==> src/rtl/kf_cov_sched_if.sv <==
// Operand/result bus between the scheduler and the shared 2x2 covariance engine.
interface kf_cov_sched_if #(
  parameter int N = 20
);
  logic         start;
  logic [4*N-1:0] a;
  logic [4*N-1:0] p;
  logic [4*N-1:0] q;
  logic         done;
  logic [4*N-1:0] s;

  modport master (output start, a, p, q, input done, s);
  modport slave  (input start, a, p, q, output done, s);
endinterface

==> src/rtl/kf_cov_sched.sv <==
// Round-robin scheduler sharing one S = A*P*A^T + Q engine among NCH KF channels.
// Optional job/timeout statistics counters: define KF_COV_SCHED_STAT_EN.
module kf_cov_sched #(
  parameter int N   = 20,
  parameter int NCH = 4,
  parameter int TMO = 15
) (
  input  logic                    clk,
  input  logic                    rst_n,
  input  logic [NCH-1:0]          req,
  input  logic [NCH*4*N-1:0]      a_in,
  input  logic [NCH*4*N-1:0]      p_in,
  input  logic [NCH*4*N-1:0]      q_in,
  output logic [NCH-1:0]          gnt,
  output logic                    busy,
  kf_cov_sched_if.master          eng,
  output logic                    res_valid,
  output logic [$clog2(NCH)-1:0]  res_ch,
  output logic [4*N-1:0]          res_s,
  output logic                    err_tmo
`ifdef KF_COV_SCHED_STAT_EN
  ,
  output logic [15:0]             stat_done_cnt,
  output logic [7:0]              stat_tmo_cnt
`endif
);

  localparam int CW = $clog2(NCH);
  localparam int W  = 4*N;
  localparam logic [7:0] WD_LIM = 8'(TMO - 1);

  typedef enum logic [1:0] {S_IDLE, S_ISSUE, S_WAIT, S_DELIVER} state_t;

  state_t        state_q, state_d;
  logic [CW-1:0] ptr_q;
  logic [CW-1:0] win_idx;
  logic [CW-1:0] cand;
  logic          win_found;
  logic [7:0]    wd_q;

  // First requester strictly after the last winner, wrapping modulo NCH.
  always_comb begin
    win_found = 1'b0;
    win_idx   = '0;
    cand      = '0;
    for (int unsigned i = 1; i <= NCH; i++) begin
      cand = CW'((32'(ptr_q) + i) % NCH);
      if (!win_found && req[cand]) begin
        win_found = 1'b1;
        win_idx   = cand;
      end
    end
  end

  always_ff @(posedge clk or negedge rst_n) begin
    if (!rst_n) state_q <= S_IDLE;
    else        state_q <= state_d;
  end

  always_comb begin
    state_d = state_q;
    err_tmo = 1'b0;
    case (state_q)
      S_IDLE:    if (win_found) state_d = S_ISSUE;
      S_ISSUE:   state_d = S_WAIT;
      S_WAIT: begin
        if (eng.done) begin
          state_d = S_DELIVER;
        end else if (wd_q == WD_LIM) begin
          err_tmo = 1'b1;
          state_d = S_IDLE;
        end
      end
      S_DELIVER: state_d = S_IDLE;
      default:   state_d = S_IDLE;
    endcase
  end

  assign busy      = (state_q != S_IDLE);
  assign eng.start = (state_q == S_ISSUE);
  assign res_valid = (state_q == S_DELIVER);

  // res_ch is loaded with the winner at capture so it is already valid
  // in the combinational err_tmo cycle as well as in DELIVER.
  always_ff @(posedge clk or negedge rst_n) begin
    if (!rst_n) begin
      ptr_q  <= CW'(NCH - 1);
      gnt    <= '0;
      eng.a  <= '0;
      eng.p  <= '0;
      eng.q  <= '0;
      res_ch <= '0;
      res_s  <= '0;
      wd_q   <= '0;
    end else begin
      case (state_q)
        S_IDLE: begin
          if (win_found) begin
            gnt    <= NCH'(1) << win_idx;
            eng.a  <= a_in[win_idx*W +: W];
            eng.p  <= p_in[win_idx*W +: W];
            eng.q  <= q_in[win_idx*W +: W];
            ptr_q  <= win_idx;
            res_ch <= win_idx;
          end
        end
        S_ISSUE: wd_q <= '0;
        S_WAIT: begin
          wd_q <= wd_q + 8'd1;
          if (eng.done)    res_s <= eng.s;
          else if (err_tmo) gnt  <= '0;
        end
        S_DELIVER: gnt <= '0;
        default: ;
      endcase
    end
  end

`ifdef KF_COV_SCHED_STAT_EN
  always_ff @(posedge clk or negedge rst_n) begin
    if (!rst_n) begin
      stat_done_cnt <= '0;
      stat_tmo_cnt  <= '0;
    end else begin
      if (res_valid && (stat_done_cnt != '1)) stat_done_cnt <= stat_done_cnt + 16'd1;
      if (err_tmo && (stat_tmo_cnt != '1))    stat_tmo_cnt  <= stat_tmo_cnt + 8'd1;
    end
  end
`endif

endmodule

==> src/flat_wrapper.sv <==
// flat-port wrapper written by rule: the top's interface ports become plain ports
module kf_cov_sched_flat 
#(
  parameter int N   = 20,
  parameter int NCH = 4,
  parameter int TMO = 15
)
  (clk, rst_n, req, a_in, p_in, q_in, gnt, busy, res_valid, res_ch, res_s, err_tmo, eng_start, eng_a, eng_p, eng_q, eng_done, eng_s);
  kf_cov_sched_if #(.N(N)) eng_i ();
  input  logic clk;
  input  logic rst_n;
  input  logic [NCH-1:0] req;
  input  logic [NCH*4*N-1:0] a_in;
  input  logic [NCH*4*N-1:0] p_in;
  input  logic [NCH*4*N-1:0] q_in;
  output logic [NCH-1:0] gnt;
  output logic busy;
  output logic res_valid;
  output logic [$clog2(NCH)-1:0] res_ch;
  output logic [4*N-1:0] res_s;
  output logic err_tmo;
  output wire logic [$bits(eng_i.start)-1:0] eng_start;
  output wire logic [$bits(eng_i.a)-1:0] eng_a;
  output wire logic [$bits(eng_i.p)-1:0] eng_p;
  output wire logic [$bits(eng_i.q)-1:0] eng_q;
  input wire logic [$bits(eng_i.done)-1:0] eng_done;
  input wire logic [$bits(eng_i.s)-1:0] eng_s;
  assign eng_start = eng_i.start;
  assign eng_a = eng_i.a;
  assign eng_p = eng_i.p;
  assign eng_q = eng_i.q;
  assign eng_i.done = eng_done;
  assign eng_i.s = eng_s;
  kf_cov_sched #(.N(N), .NCH(NCH), .TMO(TMO)) u_core (.clk(clk), .rst_n(rst_n), .req(req), .a_in(a_in), .p_in(p_in), .q_in(q_in), .gnt(gnt), .busy(busy), .eng(eng_i), .res_valid(res_valid), .res_ch(res_ch), .res_s(res_s), .err_tmo(err_tmo));
endmodule
==> config.mk <==
export PLATFORM = sky130hd
export DESIGN_NAME = kf_cov_sched_flat
export DESIGN_NICKNAME = d
export VERILOG_FILES = /design/src/rtl/kf_cov_sched_if.sv /design/src/rtl/kf_cov_sched.sv /design/src/flat_wrapper.sv
export SDC_FILE = /design/constraint.sdc
export NUM_CORES = 1
export LEC_CHECK = 0
export BUFFER_PORTS_ARGS = -buffer_cell sky130_fd_sc_hd__clkbuf_2
export CORE_AREA = 5 5 538 540
export DETAILED_ROUTE_END_ITERATION = 6
export DIE_AREA = 0 0 543 545
export GPL_ROUTABILITY_DRIVEN = 0
export MAX_ROUTING_LAYER = met4
export PLACE_DENSITY_LB_ADDON = 0.15
export REMOVE_ABC_BUFFERS = 1
export SYNTH_ARGS = -nofsm -noshare
export SYNTH_HDL_FRONTEND = slang
export SYNTH_SLANG_ARGS = --single-unit
==> constraint.sdc <==
create_clock -name clk -period 2.4 [get_ports clk]
set_input_delay 0 -clock clk [delete_from_list [all_inputs] [get_ports clk]]
set_output_delay 0 -clock clk [all_outputs]
set_load 0.1 [all_outputs]
# Word level (Yosys, flattened, before mapping)
# Index checks and enable logic that the tools add are counted.
# Widths: inputs -> output; s select.
# op_classes
add_sub_neg	5
reduce_logical	14
n_mux	28
mul	1
shift	4
magnitude_cmp	4
n_eq_ne	8
# ops
op	count
$shiftx 320x10->80	3
$pmux 8 s2	1
$mux 2	7
$lt 2x3->1 const B	4
$mux 4	3
$pmux 4 s3	1
$mux 1	11
$add 8x1->8 const B	1
$bmux 1 s2	4
$eq 8x4->1 const B	1
$pmux 2 s4	1
$reduce_and 2->1	3
$mul 2x3->5 const B	1
$add 2x1->2 const B	2
$add 2x2->2 const B	2
$eq 2x2->1 const B	2
$ne 2x2->1 const B	2
$reduce_and 4->1	1
$reduce_bool 2->1	2
$shl 1x2->4 const A	1
$logic_and 1x1->1	3
$logic_not 1->1	3
$ne 3x2->1 const B	1
$reduce_bool 3->1	1
other kinds (3)	3
# totals
wordCells	73
output_inout_bits	330
ff_bits	338
inputBits	1047

# Depth between registers and ports, before layout
# Gate-level depths: netlist (run 1).
# logic_depth
word_depth	16
mapped_depth	8
depth_no_buf	6

# Worst setup path before layout (run 1)
# Ideal clock, no wire load.
# synth_path
kind	register to output
from	register u_core.state_q[0]
to	output err_tmo
path_stages_with_launch	6
path_buffers	1
t_arrival_ns	3.146
setup_slack_ns	-0.746
required_ns	2.400
cell_sequence	dfrtp_1 inv_1 ha_1 clkbuf_1 inv_1 nor3_1
# synth_via
elab_chain_len	2
# synth_lines
item	line_no	source
start: declaration	kf_cov_sched.sv:34	state_t state_q, state_d;
start signal: assignment	kf_cov_sched.sv:57	else state_q <= state_d;
$eq 2x2->1	kf_cov_sched.sv:63	case (state_q)
$mux 1	kf_cov_sched.sv:63	
end: declaration	flat_wrapper.sv:21	output logic err_tmo;
# Every way passes these cells.

# Worst setup path in the final report (run 1)
# layout_path
from	register u_core.ptr_q[1]
to	register u_core.eng.q[29]
# layout_via
elab_chain_len	15
elab_cells_between_ends	29
classes_between	4 x add/sub; 1 x mul; 1 x shift; 16 x mux; 7 x reduce/logical
# layout_lines
item	line_no	source
start: declaration	kf_cov_sched.sv:35	logic [CW-1:0] ptr_q;
start signal: assignment	kf_cov_sched.sv:87	ptr_q <= CW'(NCH - 1);
start signal: assignment	kf_cov_sched.sv:103	ptr_q <= win_idx;
$add 2x1->2	kf_cov_sched.sv:47	cand = CW'((32'(ptr_q) + i) % NCH);
$bmux 1 s2	kf_cov_sched.sv:48	if (!win_found && req[cand]) begin
$mux 1 (not written as such)	kf_cov_sched.sv:48	
$mux 1	kf_cov_sched.sv:48	
$logic_not 1->1	kf_cov_sched.sv:48	
$logic_and 1x1->1	kf_cov_sched.sv:48	
$mux 1	kf_cov_sched.sv:48	
$logic_not 1->1	kf_cov_sched.sv:48	
$logic_and 1x1->1	kf_cov_sched.sv:48	
$mux 1	kf_cov_sched.sv:48	
$logic_not 1->1	kf_cov_sched.sv:48	
$logic_and 1x1->1	kf_cov_sched.sv:48	
$mux 2	kf_cov_sched.sv:48	
$mul 2x3->5	kf_cov_sched.sv:102	eng.q <= q_in[win_idx*W +: W];
$shiftx 320x10->80	kf_cov_sched.sv:102	
end signal: assignment	kf_cov_sched.sv:102	
end: declaration	kf_cov_sched_if.sv:12	modport master (output start, a, p, q, input done, s);
# Several ways; a longest one is shown, not always the timed one. The select of a mux whose other input is x is not followed.
# A chain may end at the register's enable or synchronous reset.

==> impl_table.tex, run 1 <==
\begin{tabular}{lr}
\hline
Metric & Value \\
\hline
\multicolumn{2}{l}{\textbf{STA}} \\
Setup clock skew after layout & slightly below 0.02 ns \\
Share of the clock period used by the worst path & 1.05 \\
Unrepaired setup endpoints after global routing & true \\
Peak Freq & 396 MHz \\
Final max-slew violation count & 0 \\
Transition time at the pin with the least slew margin & $\sim$1.1 ns \\
Post-layout worst setup margin & -0.124 ns \\
Number of failing setup endpoints in the final timing report & 36 \\
Min cycle time layout & between 2 and 3 ns \\
Final hold slack & just under 0.06 ns \\
Final hold violation count & 0 \\
Slew margin rel. & 0.275 \\
\multicolumn{2}{l}{\textbf{Clock network}} \\
TritonCTS clock tree & built \\
Clock slew seen by the registers of the worst setup and hold paths & about 0.060 ns \\
H-tree levels & 2 \\
Clock latency reported for the late side of the worst-skew pair & 0.67 ns \\
Inserted Clock Buffers & 52 \\
Num Clock Sinks & around 340 \\
Buffer depth of the longest clock path & 3 \\
Root Buffer Master & clkbuf\_16 \\
\multicolumn{2}{l}{\textbf{Detailed routing}} \\
Wire per inst & $\sim$24 um \\
Detailed Route WL & $\sim$200,000 um \\
\# DRC & 0 \\
Total iterations of the first detailed-routing run & 5 \\
Number of nets with antenna violations after detailed routing & 0 \\
Total number of vias & about 28k \\
Drt via density & between 3 and 4 \\
DRC violation total after the first TritonRoute iteration & 1,308 \\
\multicolumn{2}{l}{\textbf{Critical path}} \\
Number of cells on the worst reg-to-reg path & 6 \\
Largest fanout on the critical path & 81 \\
Worst R2R End & u\_core.eng.q[29] \\
Worst Setup EP & u\_core.eng.q[29] \\
Type of element launching the critical path & flop \\
CP required & 2.93 ns \\
Critical R2R Launch & u\_core.ptr\_q[1] \\
Startpoint-to-endpoint class of the critical path & flop to flop \\
Crit path capture type & flop \\
Startpoint of the most critical setup path & u\_core.ptr\_q[1] \\
Arrival time reported for the critical path endpoint & around 3.1 ns \\
Setup slack of the most critical reg-to-reg path & -0.12 ns \\
\multicolumn{2}{l}{\textbf{Layout}} \\
Most frequent standard cell in the layout excluding fill and tap cells & clkbuf\_2 \\
Fraction of final layout cells with drive strength greater than 1 & 0.416 \\
Final Core Density & 0.157 \\
Layout overhead on the synthesized area & 135\% \\
Most frequent cells in the layout & 1,372 x clkbuf\_2, 1,083 x dlygate4sd3\_1, 336 x dfrtp\_1 \\
Final Net Count & 5,506 \\
\multicolumn{2}{l}{\textbf{Synth}} \\
Synthesized cell area & around 19,000 um\^{}2 \\
Number of enable flip-flop cells after synthesis & 0 \\
Post-synth cell types & between 50 and 60 \\
Share of synthesized area spent on multiplexers & 0.0523 \\
Flip-flop and latch count after synthesis & between 300 and 400 \\
Compound-Gate Fraction of Synth Area & 0.327 \\
Proportion of register bits with asynchronous set or reset after synthesis & 1.00 \\
Seq/Total Area, Yosys & 0.446 \\
Synthesis warning total & 0 \\
Combinational family with the most area after synthesis & compound AO/OA/AOI/OAI gates \\
Post-synth top flop & dfrtp\_1 \\
Synth Area in XOR/XNOR & 0.000924 \\
Syn Area/Cell & $\sim$9.7 um\^{}2 \\
Cells after synthesis & 1,955 \\
Area fraction in and, or, nand and nor cells after synthesis & 0.108 \\
Area share of fa/ha/maj cells after synthesis & 0.00396 \\
\multicolumn{2}{l}{\textbf{GRT}} \\
M3 GR Usage & 0.0305 \\
Combined global-route utilization of all metal layers & 0.129 \\
Wire length of the first global-routing pass & $\sim$260,000 um \\
Met1 Use GR & 0.157 \\
Met2 track demand over resource in global routing & 0.210 \\
Most used routing layer in global routing & met2 \\
Largest net degree at the start of global routing & 84 \\
Antenna violations before repair & 85 \\
Residual overflow from global routing & 0 \\
Via count of the first global-routing pass & $\sim$30k \\
\multicolumn{2}{l}{\textbf{Status}} \\
Violated checks & setup timing \\
Status & finished, violations left \\
\multicolumn{2}{l}{\textbf{Pwr}} \\
IR Drop Worst-Case VDD & 0.637 mV \\
Leakage power figure & $\sim$0.019 uW \\
Power density over cell area & 1430 nW/um\^{}2 \\
\multicolumn{2}{l}{\textbf{Floorplan}} \\
Initial core utilization & 0.0668 \\
Vertical die dimension & $\sim$550 um \\
DIE WIDTH & $\sim$540 um \\
Overall die area & a little under 300,000 um\^{}2 \\
FP Rows & between 150 and 200 \\
Core Footprint & approximately 280,000 um\^{}2 \\
I/O pin cnt & 1,377 \\
\multicolumn{2}{l}{\textbf{Placed design}} \\
Number of port buffers & 1,376 \\
Detailed-placement wirelength estimate & $\sim$160,000 um \\
\multicolumn{2}{l}{\textbf{Flow run}} \\
Maxcap violations & 0 \\
\multicolumn{2}{l}{\textbf{Min path}} \\
Worst hold path type & input port to asynchronous set/reset pin \\
\hline
\end{tabular}
through the flow:
stage / setup WS, ns / total power, uW / cells / setup TNS [ns] / cell area (um^2)
after floorplan: -5.62 / 39000 / 1729 / -1393.47 / 17900
after global placement: -0.137 / 54300 / 7074 / -0.627 / 31600
after detailed placement: -0.179 / 54100 / 7074 / -0.821 / 31600
after CTS: 0.00821 / 64800 / 8248 / 0 / 44200
after global routing: -0.0319 / 66800 / 8315 / -0.163 / 44600
final: -0.124 / 63700 / 8321 / -1.83 / 44600
registers in the layout (all words and copies together), names as in the netlist:
name / cells
u_core.state_q: 2
u_core.res_s: 80
u_core.eng.p: 80
u_core.eng.a: 80
u_core.eng.q: 80
u_core.ptr_q: 2
u_core.wd_q: 8
u_core.gnt: 4
u_core.res_ch: 2
metal layers:
layer | vias up | routed length [um]
met4 | 0 | 6270
met2 | 1244 | 92000
met3 | 183 | 12700
met1 | 13700 | 85000
li1 | 12700 | -
met5 | - | 0
what timing repair did:
item / CTS / global route
resized for setup: 11 / 19
hold buffers: 1083 / 0
endpoints found under the setup margin: 10 / 51
gates cloned: 0 / 1
buffers inserted: 0 / 5
endpoints found under the hold margin: 634 / 0
cell usage after synthesis, types with 2 or more instances:
cell type | number | area [um^2]
a211oi_1 | 2 | 15.0
a21oi_1 | 4 | 20.0
a221oi_1 | 151 | 1320
a221oi_2 | 90 | 1350
a22o_1 | 3 | 26.3
a31oi_1 | 240 | 1500
and3_1 | 2 | 12.5
buf_1 | 14 | 52.6
buf_2 | 65 | 325
buf_4 | 8 | 60.1
buf_6 | 10 | 113
buf_8 | 5 | 75.1
clkbuf_1 | 123 | 462
dfrtp_1 | 336 | 8410
dfstp_2 | 2 | 52.6
ha_1 | 6 | 75.1
inv_1 | 13 | 48.8
mux2_2 | 80 | 901
mux2i_1 | 9 | 90.1
nand2_1 | 255 | 957
nand2b_1 | 3 | 18.8
nand3_1 | 4 | 20.0
nand4_1 | 2 | 12.5
nor2_1 | 250 | 938
nor3_1 | 3 | 15.0
o211ai_1 | 241 | 1810
o21a_1 | 2 | 15.0
o21ai_0 | 5 | 25.0
o2bb2ai_1 | 3 | 26.3
or2_2 | 2 | 12.5
xor2_1 | 2 | 17.5
cell type report:
cell class | count | area, um^2
multi-input combinational | 1377 | 9530
tap | 3762 | 4710
timing repair buffer | 2670 | 19900
clock buffer | 79 | 1560
inverter | 14 | 52.6
antenna | 68 | 170
sequential | 338 | 8460
clock inverter | 13 | 159
fill | 32200 | 239000
power breakdown:
group,internal (uW),switching (uW)
Combinational,10300,34600
Sequential,8630,2110
Clock,4780,3390
critical path, stage by stage (launching register included):
cell and delay (ns):
dfstp_2 0.59, inv_2 0.09, o221a_4 0.33, buf_12 0.18, clkbuf_16 0.44, a221oi_1 0.24, a31oi_1 0.12
worst min path at each step:
| stage | start | end | slack, ns | depth (start not counted) |
|---|---|---|---|---|
| floorplan | rst_n | u_core.eng.a[0] | -0.30 | 0 |
| global placement | rst_n | u_core.eng.a[41] | 0.15 | 1 |
| detailed placement | rst_n | u_core.eng.a[40] | 0.15 | 1 |
| CTS | rst_n | u_core.eng.a[40] | 0.009 | 2 |
| global route | p_in[319] | u_core.eng.p[79] | 0.03 | 3 |
| finish | rst_n | u_core.eng.a[41] | 0.06 | 2 |
cell families (layout without fill, tap and decap cells):
logic type	count (synthesis)	in the layout
muxes	89	89
and+or+nand+nor	529	529
DFF	338	338
AOI/OAI and AO/OA	751	751
buffers and inverters	240	2776
other	0	68
adders and majority gates	6	6
xor gates and xnor gates	2	2
No activity file was read; power rests on OpenSTA's default activity.
==> run 2: changes to the inputs <==
--- a/config.mk
+++ b/config.mk
@@ -6,12 +6,11 @@
 export NUM_CORES = 1
 export LEC_CHECK = 0
 export BUFFER_PORTS_ARGS = -buffer_cell sky130_fd_sc_hd__clkbuf_2
-export CORE_AREA = 5 5 538 540
+export CORE_AREA = 2 2 535 537
 export DETAILED_ROUTE_END_ITERATION = 6
-export DIE_AREA = 0 0 543 545
+export DIE_AREA = 0 0 537 539
 export GPL_ROUTABILITY_DRIVEN = 0
 export MAX_ROUTING_LAYER = met4
-export PLACE_DENSITY_LB_ADDON = 0.15
 export REMOVE_ABC_BUFFERS = 1
 export SYNTH_ARGS = -nofsm -noshare
 export SYNTH_HDL_FRONTEND = slang
==> impl_table.tex, run 2 <==
\begin{tabular}{lr}
\hline
Metric & Value \\
\hline
\multicolumn{2}{l}{\textbf{Floorplan}} \\
Initial core utilization & 0.0668 \\
DIE WIDTH & between 500 and 600 um \\
FP Rows & between 150 and 200 \\
Vertical die dimension & about 540 um \\
I/O pin cnt & between 1k and 1.5k \\
\multicolumn{2}{l}{\textbf{GRT}} \\
Via count of the first global-routing pass & 31.7k \\
Wire length of the first global-routing pass & 278,000 um \\
Combined global-route utilization of all metal layers & 0.145 \\
Residual overflow from global routing & 0 \\
Antenna violations before repair & approximately 190 \\
Largest net degree at the start of global routing & $\sim$110 \\
\multicolumn{2}{l}{\textbf{STA}} \\
Kind of pin the worst path terminates on & output port \\
GRT repair\_timing worst endpoint & err\_tmo \\
\multicolumn{2}{l}{\textbf{Clock network}} \\
H-tree levels & 2 \\
Root Buffer Master & clkbuf\_16 \\
Num Clock Sinks & 338 \\
Inserted Clock Buffers & between 50 and 60 \\
Buffer depth of the longest clock path & 3 \\
\multicolumn{2}{l}{\textbf{Synth}} \\
Syn Area/Cell & approximately 9.7 um\^{}2 \\
Flip-flop and latch count after synthesis & about 340 \\
Synthesis warning total & 0 \\
Post-synth top flop & dfrtp\_1 \\
Dominant cell type by area after synthesis & dfrtp\_1 \\
Most frequent cell after synthesis & dfrtp\_1 \\
Synthesized cell area & around 19,000 um\^{}2 \\
Seq/Total Area, Yosys & 0.446 \\
Dominant cells by area after synthesis & dfrtp\_1 44\%, o211ai\_1 9.5\%, a31oi\_1 7.9\%, a221oi\_2 7.1\%, a221oi\_1 7.0\% \\
Proportion of register bits with asynchronous set or reset after synthesis & 1.00 \\
Cells after synthesis & 1,955 \\
Area share of the largest cell type after synthesis & 0.443 \\
Synth top cells by count & 336 x dfrtp\_1, 255 x nand2\_1, 250 x nor2\_1 \\
Post-synth cell types & 51 \\
Number of enable flip-flop cells after synthesis & 0 \\
\multicolumn{2}{l}{\textbf{Status}} \\
Error that halted the flow & [ERROR DRT-0255] Maze Route cannot find path of net q\_in[2] in worker of routeBox ( 483000 0 ) ( 537000 48300 ). \\
Last stage & detailed routing (5\_2\_route) \\
Status & aborted with a tool error \\
\multicolumn{2}{l}{\textbf{Placed design}} \\
Detailed-placement wirelength estimate & between 150,000 and 200,000 um \\
Total placed instance area & 31,200 um\^{}2 \\
Number of port buffers & roughly 1.4k \\
\hline
\end{tabular}
==> run 2: cell counts after synthesis <==
No cell type changed its count.
==> run 2: timing repair <==
| item | in CTS | in global routing |
|---|---|---|
| gates cloned | 0 | 3 |
| pin swaps | 0 | 1 |
| buffers inserted | 0 | 2 |
| hold buffers | 1212 | 0 |
| hold endpoints to repair | 653 | 0 |
| gates resized for setup | 8 | 18 |
| endpoints found under the setup margin | 6 | 34 |
==> run 2: kinds of logic after synthesis <==
group	share of synthesized area
buf+inv	0.0612
compound gates	0.327
fa+ha+maj	0.00396
flops	0.446
mux	0.0523
simple gates	0.108
xor+xnor	0.000924
==> run 2: routing by layer <==
layer and track usage:
met5 -, met4 0.106, met3 0.0677, met2 0.219, met1 0.147
==> run 2: metrics by stage <==
step,std cells,setup WS [ns],util
floorplan,1729,-5.62,-
global placement,7022,-0.102,0.110
detailed placement,7022,-0.145,0.110
CTS,8323,0.0126,0.159
global route,8451,-0.0654,0.160
==> run 3: changes to the inputs <==
--- a/config.mk
+++ b/config.mk
@@ -6,11 +6,11 @@
 export NUM_CORES = 1
 export LEC_CHECK = 0
 export BUFFER_PORTS_ARGS = -buffer_cell sky130_fd_sc_hd__clkbuf_2
-export CORE_AREA = 2 2 535 537
+export CORE_AREA = 2 2 530 532
 export DETAILED_ROUTE_END_ITERATION = 6
-export DIE_AREA = 0 0 537 539
+export DIE_AREA = 0 0 532 534
 export GPL_ROUTABILITY_DRIVEN = 0
-export MAX_ROUTING_LAYER = met4
+export PLACE_DENSITY_LB_ADDON = 0.15
 export REMOVE_ABC_BUFFERS = 1
 export SYNTH_ARGS = -nofsm -noshare
 export SYNTH_HDL_FRONTEND = slang
==> impl_table.tex, run 3 (same netlist as run 1, synthesis figures left out) <==
\begin{tabular}{lr}
\hline
Metric & Value \\
\hline
\multicolumn{2}{l}{\textbf{Status}} \\
Status & finished, violations left \\
Violated checks & setup timing \\
\multicolumn{2}{l}{\textbf{Floorplan}} \\
Initial core utilization & 0.0681 \\
Core Footprint & 278,000 um\^{}2 \\
DIE WIDTH & 532 um \\
Vertical die dimension & $\sim$530 um \\
FP Rows & slightly below 200 \\
Overall die area & about 280,000 um\^{}2 \\
I/O pin cnt & 1,377 \\
\multicolumn{2}{l}{\textbf{GRT}} \\
Largest net degree at the start of global routing & 81 \\
Combined global-route utilization of all metal layers & 0.130 \\
Wire length of the first global-routing pass & 259,000 um \\
Via count of the first global-routing pass & 30.2k \\
Antenna violations before repair & between 80 and 90 \\
Residual overflow from global routing & 0 \\
\multicolumn{2}{l}{\textbf{Detailed routing}} \\
Total iterations of the first detailed-routing run & 5 \\
DRC violation total after the first TritonRoute iteration & 1,366 \\
Detailed Route WL & between 150,000 and 200,000 um \\
\# DRC & 0 \\
Total number of vias & around 28k \\
Number of nets with antenna violations after detailed routing & 0 \\
Wire per inst & between 20 and 25 um \\
Drt via density & 3.37 \\
\multicolumn{2}{l}{\textbf{Layout}} \\
Layout overhead on the synthesized area & 135\% \\
Final Net Count & $\sim$5.5k \\
Most frequent standard cell in the layout excluding fill and tap cells & clkbuf\_2 \\
Final non-filler cell total & just over 8k \\
Fraction of final layout cells with drive strength greater than 1 & 0.420 \\
Most frequent cells in the layout & 1,371 x clkbuf\_2, 1,052 x dlygate4sd3\_1, 336 x dfrtp\_1 \\
\multicolumn{2}{l}{\textbf{Clock network}} \\
Clock latency reported for the late side of the worst-skew pair & between 0.6 and 0.7 ns \\
H-tree levels & 2 \\
Root Buffer Master & clkbuf\_16 \\
Clock slew seen by the registers of the worst setup and hold paths & about 0.060 ns \\
TritonCTS clock tree & built \\
Buffer depth of the longest clock path & 3 \\
Inserted Clock Buffers & 53 \\
Num Clock Sinks & between 300 and 400 \\
\multicolumn{2}{l}{\textbf{STA}} \\
Number of failing setup endpoints in the final timing report & 21 \\
Final max-slew violation count & 0 \\
Slew margin rel. & 0.448 \\
Transition time at the pin with the least slew margin & between 0.8 and 0.9 ns \\
Share of the clock period used by the worst path & 1.06 \\
Peak Freq & a little under 400 MHz \\
Post-layout worst setup margin & -0.134 ns \\
Min cycle time layout & 2.53 ns \\
Setup clock skew after layout & between 0.015 and 0.02 ns \\
Final hold violation count & 0 \\
Unrepaired setup endpoints after global routing & true \\
\multicolumn{2}{l}{\textbf{Pwr}} \\
IR Drop Worst-Case VDD & a little over 0.6 mV \\
Power density over cell area & between 1000 and 1500 nW/um\^{}2 \\
P\_sw & between 40,000 and 50,000 uW \\
Share of total power in combinational logic & 0.705 \\
Int Power & between 20,000 and 25,000 uW \\
Leakage power figure & 0.0189 uW \\
Clock network fraction of design power & 0.132 \\
Overall Power & approximately 64,000 uW \\
Sequential share of power & 0.163 \\
Switching share of total power & 0.631 \\
\multicolumn{2}{l}{\textbf{Critical path}} \\
CP required & between 2 and 3 ns \\
Critical R2R Launch & u\_core.state\_q[0] \\
Largest fanout on the critical path & 56 \\
Type of element launching the critical path & flop \\
CP max-delay cell & a221oi\_2 \\
Setup slack of the most critical reg-to-reg path & -0.13 ns \\
Worst R2R End & u\_core.eng.q[31] \\
Startpoint-to-endpoint class of the critical path & flop to flop \\
Crit path capture type & flop \\
Startpoint of the most critical setup path & u\_core.state\_q[0] \\
Arrival time reported for the critical path endpoint & between 3 and 4 ns \\
Maximum cell stage delay along the critical path & between 0.4 and 0.5 ns \\
Number of cells on the worst reg-to-reg path & 7 \\
Cells along the critical path & inv\_1 > ha\_1 > nand2\_8 > buf\_12 > buf\_4 > a221oi\_2 > a31oi\_1 \\
Worst Setup EP & u\_core.eng.q[31] \\
\multicolumn{2}{l}{\textbf{Placed design}} \\
Cells after DPL & around 7k \\
Detailed-placement wirelength estimate & around 160,000 um \\
Number of port buffers & roughly 1.4k \\
\multicolumn{2}{l}{\textbf{Min path}} \\
Worst hold path type & input port to flop \\
\multicolumn{2}{l}{\textbf{Flow run}} \\
Maxcap violations & 0 \\
\hline
\end{tabular}
run 3: what timing repair did:
| action | CTS | global route |
|---|---|---|
| endpoints found under the hold margin | 666 | 0 |
| resized for setup | 11 | 12 |
| pin swaps | 0 | 1 |
| setup endpoints to repair | 9 | 26 |
| setup buffers | 0 | 4 |
| hold buffers | 1053 | 0 |
| cloned | 0 | 4 |
run 3: how the worst min path moves through the flow:
| stage | from | end | slack, ns | depth (start not counted) |
|---|---|---|---|---|
| final | eng_s[22] | u_core.res_s[22] | 0.1 | 3 |
| after CTS | eng_s[22] | u_core.res_s[22] | 0.0003 | 3 |
| after global placement | rst_n | u_core.eng.a[10] | 0.08 | 1 |
| after global routing | eng_s[16] | u_core.res_s[16] | 0.04 | 3 |
| after floorplan | rst_n | u_core.eng.a[0] | -0.30 | 0 |
| after detailed placement | rst_n | u_core.eng.a[10] | 0.08 | 1 |
run 3: per-stage QoR:
stage,TNS (ns),setup WS (ns),hold slack [ns],utilization,area (um^2)
2_1_floorplan,-1393.47,-5.62,-0.296,-,17900
6_report,-0.764,-0.134,0.0980,0.160,44500
5_1_grt,-0.627,-0.0955,0.0435,0.160,44400
4_1_cts,-0.0801,-0.0801,0.000328,0.159,44100
3_3_place_gp,-2.26,-1.14,0.0760,0.114,31700
3_5_place_dp,-1.32,-0.341,0.0774,0.114,31700
run 3: final cells by class:
cell class | instances | area [um^2]
Multi-Input combinational cell | 1377 | 9540
Fill cell | 31800 | 234000
Timing Repair Buffer | 2653 | 19800
Tap cell | 3724 | 4660
Inverter | 14 | 52.6
Antenna cell | 40 | 100
Sequential cell | 338 | 8460
Clock inverter | 14 | 214
Clock buffer | 83 | 1600
run 3: critical path, delay by kind of cell (launching register included):
kind	cells	cell delay [ns]
adders and majority gates	1	0.37
DFF	1	0.43
buffers and inverters	3	0.66
AOI/OAI and AO/OA	2	0.60
and+or+nand+nor	1	0.14
run 3: per-layer routing:
layer	global-route usage	wire [um]	up-vias
li1	-	-	12600
met1	0.160	82700	13600
met2	0.220	91200	1275
met3	0.0334	13000	258
met4	0.0430	6830	44
met5	0	299	-
run 3: power groups by stage:
stage                     combinational, uW  sequential, uW  clock [uW]
after floorplan                        9020           30000           0
after CTS                             45800           10600        8950
after detailed placement              44100           10600           0
final                                 45400           10500        8510
after global routing                  47600           10900        9080
after global placement                44200           10600           0
==> run 4: changes to the inputs <==
--- a/config.mk
+++ b/config.mk
@@ -6,12 +6,13 @@
 export NUM_CORES = 1
 export LEC_CHECK = 0
 export BUFFER_PORTS_ARGS = -buffer_cell sky130_fd_sc_hd__clkbuf_2
-export CORE_AREA = 2 2 530 532
+export CORE_AREA = 2 2 535 537
 export DETAILED_ROUTE_END_ITERATION = 6
-export DIE_AREA = 0 0 532 534
+export DIE_AREA = 0 0 537 539
 export GPL_ROUTABILITY_DRIVEN = 0
 export PLACE_DENSITY_LB_ADDON = 0.15
 export REMOVE_ABC_BUFFERS = 1
+export SLEW_MARGIN = 10
 export SYNTH_ARGS = -nofsm -noshare
 export SYNTH_HDL_FRONTEND = slang
 export SYNTH_SLANG_ARGS = --single-unit
==> impl_table.tex, run 4 (same netlist as run 1, synthesis figures left out) <==
\begin{tabular}{lr}
\hline
Metric & Value \\
\hline
\multicolumn{2}{l}{\textbf{Status}} \\
Status & finished, final reports clean \\
\multicolumn{2}{l}{\textbf{Floorplan}} \\
Overall die area & just under 300,000 um\^{}2 \\
DIE WIDTH & about 540 um \\
I/O pin cnt & between 1k and 1.5k \\
Core Footprint & about 280,000 um\^{}2 \\
FP Rows & 196 \\
Initial core utilization & 0.0668 \\
Vertical die dimension & about 540 um \\
\multicolumn{2}{l}{\textbf{Critical path}} \\
CP required & around 3 ns \\
Crit path capture type & flop \\
Arrival time reported for the critical path endpoint & about 2.9 ns \\
Startpoint-to-endpoint class of the critical path & flop to flop \\
Type of element launching the critical path & flop \\
Largest fanout on the critical path & 20 \\
\multicolumn{2}{l}{\textbf{Placed design}} \\
Number of port buffers & between 1k and 1.5k \\
Worst setup timing slack at the placement stage & -0.249 ns \\
Detailed-placement wirelength estimate & 165,000 um \\
Total placed instance area & 31,500 um\^{}2 \\
Cells after DPL & around 7k \\
\multicolumn{2}{l}{\textbf{Clock network}} \\
Root Buffer Master & clkbuf\_16 \\
Num Clock Sinks & around 340 \\
Inserted Clock Buffers & 55 \\
Buffer depth of the longest clock path & 3 \\
Clock latency reported for the late side of the worst-skew pair & around 0.7 ns \\
Clock slew seen by the registers of the worst setup and hold paths & 0.06 ns \\
H-tree levels & 2 \\
TritonCTS clock tree & built \\
\multicolumn{2}{l}{\textbf{Pwr}} \\
Power density over cell area & 1440 nW/um\^{}2 \\
Leakage power figure & $\sim$0.019 uW \\
Overall Power & about 65,000 uW \\
IR Drop Worst-Case VDD & slightly above 0.9 mV \\
\multicolumn{2}{l}{\textbf{Layout}} \\
Most frequent standard cell in the layout excluding fill and tap cells & clkbuf\_2 \\
Final Net Count & between 5k and 6k \\
Fraction of final layout cells with drive strength greater than 1 & 0.410 \\
Post-route standard cell area excluding fillers & 44,700 um\^{}2 \\
Most frequent cells in the layout & 1,373 x clkbuf\_2, 1,101 x dlygate4sd3\_1, 336 x dfrtp\_1 \\
Layout overhead on the synthesized area & 136\% \\
Final non-filler cell total & 8,291 \\
\multicolumn{2}{l}{\textbf{STA}} \\
Post-layout worst setup margin & slightly below 0.1 ns \\
Min cycle time layout & between 2 and 2.5 ns \\
Setup clock skew after layout & a little over 0.05 ns \\
Final max-slew violation count & 0 \\
Slew margin rel. & 0.388 \\
Peak Freq & between 400 and 500 MHz \\
Unrepaired setup endpoints after global routing & false \\
Number of failing setup endpoints in the final timing report & 0 \\
Share of the clock period used by the worst path & 0.959 \\
Transition time at the pin with the least slew margin & approximately 0.92 ns \\
Final hold violation count & 0 \\
\multicolumn{2}{l}{\textbf{Detailed routing}} \\
Number of nets with antenna violations after detailed routing & 0 \\
Wire per inst & approximately 25 um \\
DRC violation total after the first TritonRoute iteration & 1,368 \\
\# DRC & 0 \\
Detailed Route WL & approximately 210,000 um \\
Total number of vias & about 28k \\
Total iterations of the first detailed-routing run & 5 \\
Drt via density & roughly 3.4 \\
\multicolumn{2}{l}{\textbf{GRT}} \\
Combined global-route utilization of all metal layers & 0.135 \\
Via count of the first global-routing pass & 30.5k \\
Largest net degree at the start of global routing & 100 \\
Wire length of the first global-routing pass & 268,000 um \\
Residual overflow from global routing & 0 \\
Antenna violations before repair & between 100 and 150 \\
\multicolumn{2}{l}{\textbf{Flow run}} \\
Maxcap violations & 0 \\
\multicolumn{2}{l}{\textbf{Min path}} \\
Worst hold path type & input port to flop \\
\hline
\end{tabular}
==> run 4: cell count changes in the layout (fill, tap and decap cells not counted), moves of 3 or more <==
cell           previous run  this run
buf_4                   173       117
dlygate4sd3_1          1052      1101
buf_12                   46        56
clkbuf_1                 14         7
a221oi_1                139       145
clkbuf_8                 16        10
clkinvlp_4                0         6
a221oi_4                  6         1
diode_2                  40        45
clkinv_2                  7        10
clkinv_4                  0         3
==> run 4: worst paths after layout <==
check | depth (start not counted) | start | slack [ns] | endpoint
worst max-delay path | 6 | u_core.ptr_q[0] | 0.1 | u_core.eng.q[64]
worst min-delay path | 3 | eng_s[2] | 0.1 | u_core.res_s[2]
worst max register to register | 6 | u_core.ptr_q[0] | 0.1 | u_core.eng.q[64]
worst min register to register | 2 | u_core.res_ch[1] | 0.49 | u_core.res_ch[1]
max in group asynchronous | 3 | rst_n | 1.85 | u_core.eng.q[36]
min in group asynchronous | 3 | rst_n | 0.17 | u_core.eng.q[62]
==> run 4: report_power, final <==
group	internal, uW	total [uW]	switching [uW]
Sequential	8630	10600	2010
Combinational	9870	45100	35200
Clock	5130	8850	3730
==> run 4: worst max-delay path, stage by stage (launching register included) <==
cell and delay, ns:
dfstp_2 0.64, nand2b_1 0.21, o22ai_4 0.13, buf_12 0.18, buf_4 0.24, a221oi_2 0.51, a31oi_1 0.15
==> run 4: routing by layer <==
layer  GRT usage  share of wire
met2       0.230           0.47
met4      0.0587          0.048
met5           0         0.0022
met1       0.155           0.40
met3      0.0389          0.075
==> run 4: stage by stage <==
step                hold slack (ns)  setup TNS (ns)  utilization
finish                       0.0957               0        0.157
global route                 0.0542               0        0.157
CTS                        0.000480               0        0.157
detailed placement           0.0919          -0.331        0.111
global placement             0.0871          -0.374        0.111
floorplan                    -0.296        -1393.47            -
==> run 4: repair_timing <==
action	CTS	global route
resized for setup	6	7
setup endpoints to repair	4	22
setup buffers	0	7
hold buffers	1102	0
gates cloned	0	2
pin swaps	0	1
hold endpoints to repair	666	0
==> run 4: cell type report <==
type / instances / area [um^2]
Inverter: 14 / 52.6
Antenna cell: 45 / 113
Clock inverter: 27 / 330
Tap cell: 3762 / 4710
Clock buffer: 73 / 1570
Sequential cell: 338 / 8460
Timing Repair Buffer: 2655 / 20000
Multi-Input combinational cell: 1377 / 9450
Fill cell: 32300 / 239000
